<file path="src/rtl/instruction_fetch_pkg.sv">
// instruction_fetch_pkg: fetch state encoding, default reset vector and 6502 operand-length decode
package instruction_fetch_pkg;
  typedef enum logic [2:0] {VEC_LO, VEC_HI, OPC, OPR1, OPR2, PRESENT, GAP} fetch_state_t;
  localparam logic [15:0] DEFAULT_RESET_VECTOR = 16'hFFFC;
  function automatic logic [1:0] operand_count(input logic [7:0] op);
    logic [2:0] mode;
    mode = op[4:2];
    if (op[1:0] == 2'b01) return (mode inside {3'b011, 3'b110, 3'b111}) ? 2'd2 : 2'd1;
    return (mode == 3'b011 || mode == 3'b111) ? 2'd2 :
           (mode == 3'b010 || mode == 3'b110) ? 2'd0 :
           (mode != 3'b000) ? 2'd1 :
           (op == 8'h20) ? 2'd2 : {1'b0, op[7]};
  endfunction
endpackage

</file>
<file path="src/rtl/instruction_fetch.sv">
// instruction_fetch: reads opcode plus operand bytes via a 2-cycle byte protocol and presents them to the decoder
module instruction_fetch
  import instruction_fetch_pkg::*;
#(
  parameter int ADDR_WIDTH = 16,
  parameter int REG_WIDTH = 8,
  parameter logic [ADDR_WIDTH-1:0] RESET_VECTOR = ADDR_WIDTH'(DEFAULT_RESET_VECTOR)
) (
  input  logic                  clk,
  input  logic                  reset,
  output logic [ADDR_WIDTH-1:0] mem_addr,
  output logic                  mem_rd,
  input  logic [REG_WIDTH-1:0]  mem_data_in,
  output logic [REG_WIDTH-1:0]  instruction_out,
  output logic [ADDR_WIDTH-1:0] addr_out,
  output logic                  instruction_ready,
  input  logic                  instruction_done,
  input  logic                  pc_load,
  input  logic [ADDR_WIDTH-1:0] pc_load_val,
  output logic [ADDR_WIDTH-1:0] pc_out
);
  fetch_state_t state, state_d;
  logic half, half_d;
  logic [ADDR_WIDTH-1:0] pc, pc_d, opr, opr_d;
  logic [REG_WIDTH-1:0] instr, instr_d;
  logic [1:0] n, n_d;
  logic rd_state;
  assign rd_state = state != PRESENT && state != GAP;
  assign mem_rd = rd_state && !half && !reset;
  assign mem_addr = (!rd_state || reset) ? '0 :
                    state == VEC_LO ? RESET_VECTOR :
                    state == VEC_HI ? RESET_VECTOR + 1'b1 : pc;
  assign instruction_ready = state == PRESENT;
  assign instruction_out = instr;
  assign addr_out = opr;
  assign pc_out = pc;
  // half=0 is the strobe cycle, half=1 is the capture cycle of each byte
  always_comb begin
    state_d = state;
    half_d = rd_state ? !half : 1'b0;
    pc_d = pc;
    opr_d = opr;
    instr_d = instr;
    n_d = n;
    case (state)
      VEC_LO: if (half) begin
        pc_d = {pc[ADDR_WIDTH-1:REG_WIDTH], mem_data_in};
        state_d = VEC_HI;
      end
      VEC_HI: if (half) begin
        pc_d = ADDR_WIDTH'({mem_data_in, pc[REG_WIDTH-1:0]});
        state_d = OPC;
      end
      OPC: if (half) begin
        instr_d = mem_data_in;
        opr_d = '0;
        pc_d = pc + 1'b1;
        n_d = operand_count(8'(mem_data_in));
        state_d = operand_count(8'(mem_data_in)) == 2'd0 ? PRESENT : OPR1;
      end
      OPR1: if (half) begin
        opr_d = ADDR_WIDTH'(mem_data_in);
        pc_d = pc + 1'b1;
        state_d = n == 2'd2 ? OPR2 : PRESENT;
      end
      OPR2: if (half) begin
        opr_d = ADDR_WIDTH'({mem_data_in, opr[REG_WIDTH-1:0]});
        pc_d = pc + 1'b1;
        state_d = PRESENT;
      end
      PRESENT: if (instruction_done) begin
        pc_d = pc_load ? pc_load_val : pc;
        state_d = GAP;
      end
      GAP: state_d = OPC;
      default: state_d = VEC_LO;
    endcase
  end
  always_ff @(posedge clk) begin
    if (reset) begin
      state <= VEC_LO;
      half <= 1'b0;
      pc <= '0;
      opr <= '0;
      instr <= '0;
      n <= '0;
    end else begin
      state <= state_d;
      half <= half_d;
      pc <= pc_d;
      opr <= opr_d;
      instr <= instr_d;
      n <= n_d;
    end
  end
endmodule

</file>
<file path="config.mk">
export PLATFORM = sky130hd
export DESIGN_NAME = instruction_fetch
export DESIGN_NICKNAME = d
export VERILOG_FILES = /design/src/rtl/instruction_fetch_pkg.sv /design/src/rtl/instruction_fetch.sv
export SDC_FILE = /design/constraint.sdc
export NUM_CORES = 1
export LEC_CHECK = 0
export CAP_MARGIN = 20
export CORE_ASPECT_RATIO = 0.75
export CORE_MARGIN = 1
export CORE_UTILIZATION = 51
export CTS_CLUSTER_SIZE = 40
export DETAILED_ROUTE_END_ITERATION = 6
export PLACE_DENSITY = 0.9
export SETUP_SLACK_MARGIN = 0.2
export SYNTH_ARGS = -nofsm -noshare
export SYNTH_HDL_FRONTEND = slang
export SYNTH_SLANG_ARGS = --single-unit
</file>
<file path="constraint.sdc">
create_clock -name clk -period 3.85 [get_ports clk]
set_input_delay 1.155 -clock clk [delete_from_list [all_inputs] [get_ports clk]]
set_output_delay 1.155 -clock clk [all_outputs]
set_load 0.01 [all_outputs]
</file>
==> results by group <==
Run status
  – Run status: finished clean

STA
  – Fmax achieved: 274 MHz
  – Normalized max-slew margin: 44.2%
  – Final hold violations: 0
  – Final clock period utilization by the worst path: 94.8%
  – Final worst clock skew: 6.76 ps
  – RSZ-0062 raised after global routing: yes
  – Post-layout minimum cycle time: 3650 ps
  – Slew @ Worst Pin: 837 ps
  – Total count of max-transition violations in the final report: 0
  – Total of endpoints with negative setup slack in the final report: 0
  – Setup_tns: 0 ps

Drt
  – Avg Vias per Cell: 6.24
  – Overall via count from detail_route: 3240
  – Detail Route Antenna Nets: 0
  – Detail-routed net length per standard cell: 18.8 microns
  – Routed wire length: 9760 microns
  – DRC violation count after routing: 0
  – Detailed-router iteration count before antenna repair: 6
  – Number of DRC violations after detailed-routing iteration 0: 301

Global route
  – Total congestion overflow after global routing: 0
  – Pin count of the biggest net entering global routing: 45
  – Vias in the first global route: 2807
  – Global-route wire length before repair: 14700 microns
  – Antenna violations before repair: 0
  – Total GRT Usage: 33.2%

Power
  – Total internal power: 774 uW
  – Sequential share of power: 45.1%
  – Power density relative to cell area: 301 nW/um^2
  – Maximum resistive drop on vdd: 227 uV
  – Net switching power: 387 uW
  – Combinational fraction of design power: 28.1%
  – Clock network fraction of design power: 26.8%
  – Sw Ratio: 33.3%
  – Cell leakage power: 1.38 nW

Floorplan
  – Initial cell density of the core: 53.4%
  – Die Outline Area: 5940 sq um
  – DIE WIDTH: 88.7 microns
  – Core region area: 5380 sq um
  – Die height: 67.0 microns
  – Io pins: 86
  – Count of standard-cell rows: 23

Placed design
  – Detailed placement HPWL: 6790 microns
  – Gpl congestion: 0.956
  – Total cell area at the placement stage: 3730 sq um
  – Number of cells in the design after placement: 508
  – Port Buffers: 85

CTS
  – Clock-pin slew on the worst setup and hold paths: 100 ps
  – Max Buffers Root-to-Sink: 2
  – Number of sinks driven by the clock tree: 46
  – Library cell used as clock root buffer: clkbuf_8
  – Total of hold buffers inserted after clock tree synthesis: 0
  – Clock latency reported for the late side of the worst-skew pair: 310 ps
  – H-tree levels: 2
  – TritonCTS clock tree: yes
  – Number of CTS-inserted buffers: 5

Yosys
  – Post-Syn Area: 2870 sq um
  – Avg Cell Area, Syn: 7.70 sq um
  – Net Count, Synth: 402
  – Area share of and/or/nand/nor cells after synthesis: 25.0%
  – Number of warnings printed during yosys synthesis: 0
  – Cell count after synthesis: 373
  – Primary FF master, synth: dfxtp_1
  – Share of flip-flops with an asynchronous set or reset after synthesis: 0%
  – Xor and xnor area share after synthesis: 0.610%
  – Number of flip-flops and latches in the synthesized netlist: 46
  – Main combinational cell family by area after synthesis: compound AO/OA/AOI/OAI gates
  – Mux cell area share after synthesis: 4.66%
  – Number of enable flip-flop cells after synthesis: 0
  – Compound-cell area share of the yosys netlist: 30.1%
  – Post-synthesis share of cell area spent on full adders, half adders and majority gates: 0.436%
  – Distinct cell type count of the synthesized netlist: 58
  – Proportion of synthesized chip area in sequential cells: 32.1%

Setup path
  – Worst EP required: 2690 ps
  – Critical path fanouts, max: 4
  – Worst path arrival time: 2500 ps
  – Kind of capture point of the worst setup path: output pin
  – Worst setup SP type: primary input
  – Critical Setup Path Class: in2out

Cells and area
  – Area growth syn-to-layout: 34.4%
  – Fin util: 71.8%
  – Fraction of final layout cells sized beyond drive strength 1: 6.76%
  – Filler-free cell count of the finished design: 519
  – Number of inserted diodes: 0
  – Total non-filler cell area in the finished layout: 3860 sq um
  – Nets: 472

Run
  – Total of max-cap violations: 0

Min path
  – Min-delay worst type: reg2reg
## cells by family after synthesis
group	Yosys count
XOR/XNOR	2
multiplexers	12
flip-flops	46
buffers and inverters	46
adder cells (fa/ha/maj)	1
AO/OA/AOI/OAI	124
AND/OR/NAND/NOR	142
## layout by cell type, fill, tap and decap left out, types with 5 or more instances in the layout
cell type	n
o22ai_1	5
clkbuf_8	5
mux2i_1	10
o21ai_0	6
nor2_1	21
dlygate4sd2_1	10
a21oi_1	42
nand3_1	17
o211ai_1	10
nand2b_1	7
nand2_1	50
buf_4	11
clkdlybuf4s50_1	69
dlymetal6s2s_1	6
o21a_1	15
dfxtp_1	46
nor2b_1	10
nand4_1	5
inv_1	10
and3_1	6
o32a_1	5
a221oi_1	7
a22oi_1	7
## registers in the layout (all words and copies together), names as in the netlist
name,flops
instruction_out,8
addr_out,16
pc_out,16
half,1
n,2
state,3
## cell usage after synthesis (5+ instances only)
| library cell | count | area, sq um |
|---|---|---|
| and3_1 | 6 | 37.5 |
| dfxtp_1 | 46 | 921 |
| nand4_1 | 5 | 31.3 |
| o211ai_1 | 10 | 75.1 |
| o21a_1 | 15 | 113 |
| nand3_1 | 17 | 85.1 |
| nand2b_1 | 7 | 43.8 |
| nand2_1 | 50 | 188 |
| nor2_1 | 21 | 78.8 |
| o32a_1 | 5 | 50.1 |
| clkbuf_1 | 16 | 60.1 |
| nor2b_1 | 10 | 62.6 |
| a22oi_1 | 7 | 52.6 |
| inv_1 | 10 | 37.5 |
| buf_2 | 12 | 60.1 |
| a221oi_1 | 7 | 61.3 |
| a21oi_1 | 43 | 215 |
| o22ai_1 | 5 | 31.3 |
| o21ai_0 | 6 | 30.0 |
| mux2i_1 | 10 | 100 |
## worst paths after layout
path,from,to,slack [ps],cells past startpoint
worst max register to register,state[1]$_SDFFE_PP0P_,pc_out[5]$_SDFFE_PP0P_,1260,5
worst min-delay path,addr_out[7]$_SDFFE_PP0P_,addr_out[7]$_SDFFE_PP0P_,460,2
worst min register to register,addr_out[7]$_SDFFE_PP0P_,addr_out[7]$_SDFFE_PP0P_,460,2
worst max-delay path,reset,mem_addr[1],200,6
## repair_timing
action,CTS,global route
setup buffers,0,2
resized for setup,15,7
cloned,1,0
endpoints found under the setup margin,16,6
## final cells by class
type / instances / area (sq um)
clock buffers: 5 / 68.8
clock inverters: 3 / 21.3
fillers: 441 / 1520
inverters: 11 / 41.3
multi-input cells: 281 / 1760
flip-flops and latches: 46 / 921
well taps: 75 / 93.8
repair buffers: 98 / 958
## metal layers
| metal | part of all wire (%) | GRT usage (%) | up-vias |
|---|---|---|---|
| met1 | 45 | 47.7 | 1523 |
| met2 | 44 | 50.2 | 193 |
| li1 | - | - | 1506 |
| met4 | 1.5 | 10.7 | 0 |
| met3 | 9.2 | 5.58 | 18 |
| met5 | 0 | 0 | - |
## power by group through the flow
| stage | logic (mW) | clock network (mW) | registers (mW) |
|---|---|---|---|
| 5_1_grt | 0.348 | 0.325 | 0.526 |
| 2_1_floorplan | 0.192 | 0 | 0.525 |
| 4_1_cts | 0.320 | 0.307 | 0.522 |
| 6_report | 0.326 | 0.311 | 0.523 |
| 3_5_place_dp | 0.322 | 0 | 0.532 |
| 3_3_place_gp | 0.316 | 0 | 0.532 |
## worst max-delay path, cell delays in order
cell	delay, ps
clkdlybuf4s50_1	460
a21oi_4	210
buf_4	140
buf_4	110
and3b_1	140
dlygate4sd2_1	270
## stage by stage
| stage | power [mW] | hold WS (ps) | setup slack, ps |
|---|---|---|---|
| after floorplan | 0.717 | 476 | 533 |
| after global placement | 0.848 | 441 | 38.9 |
| after detailed placement | 0.855 | 446 | 11.0 |
| after CTS | 1.15 | 458 | 42.7 |
| after global routing | 1.20 | 479 | 169 |
| final | 1.16 | 460 | 200 |
No activity file was read; power rests on OpenSTA's default activity.
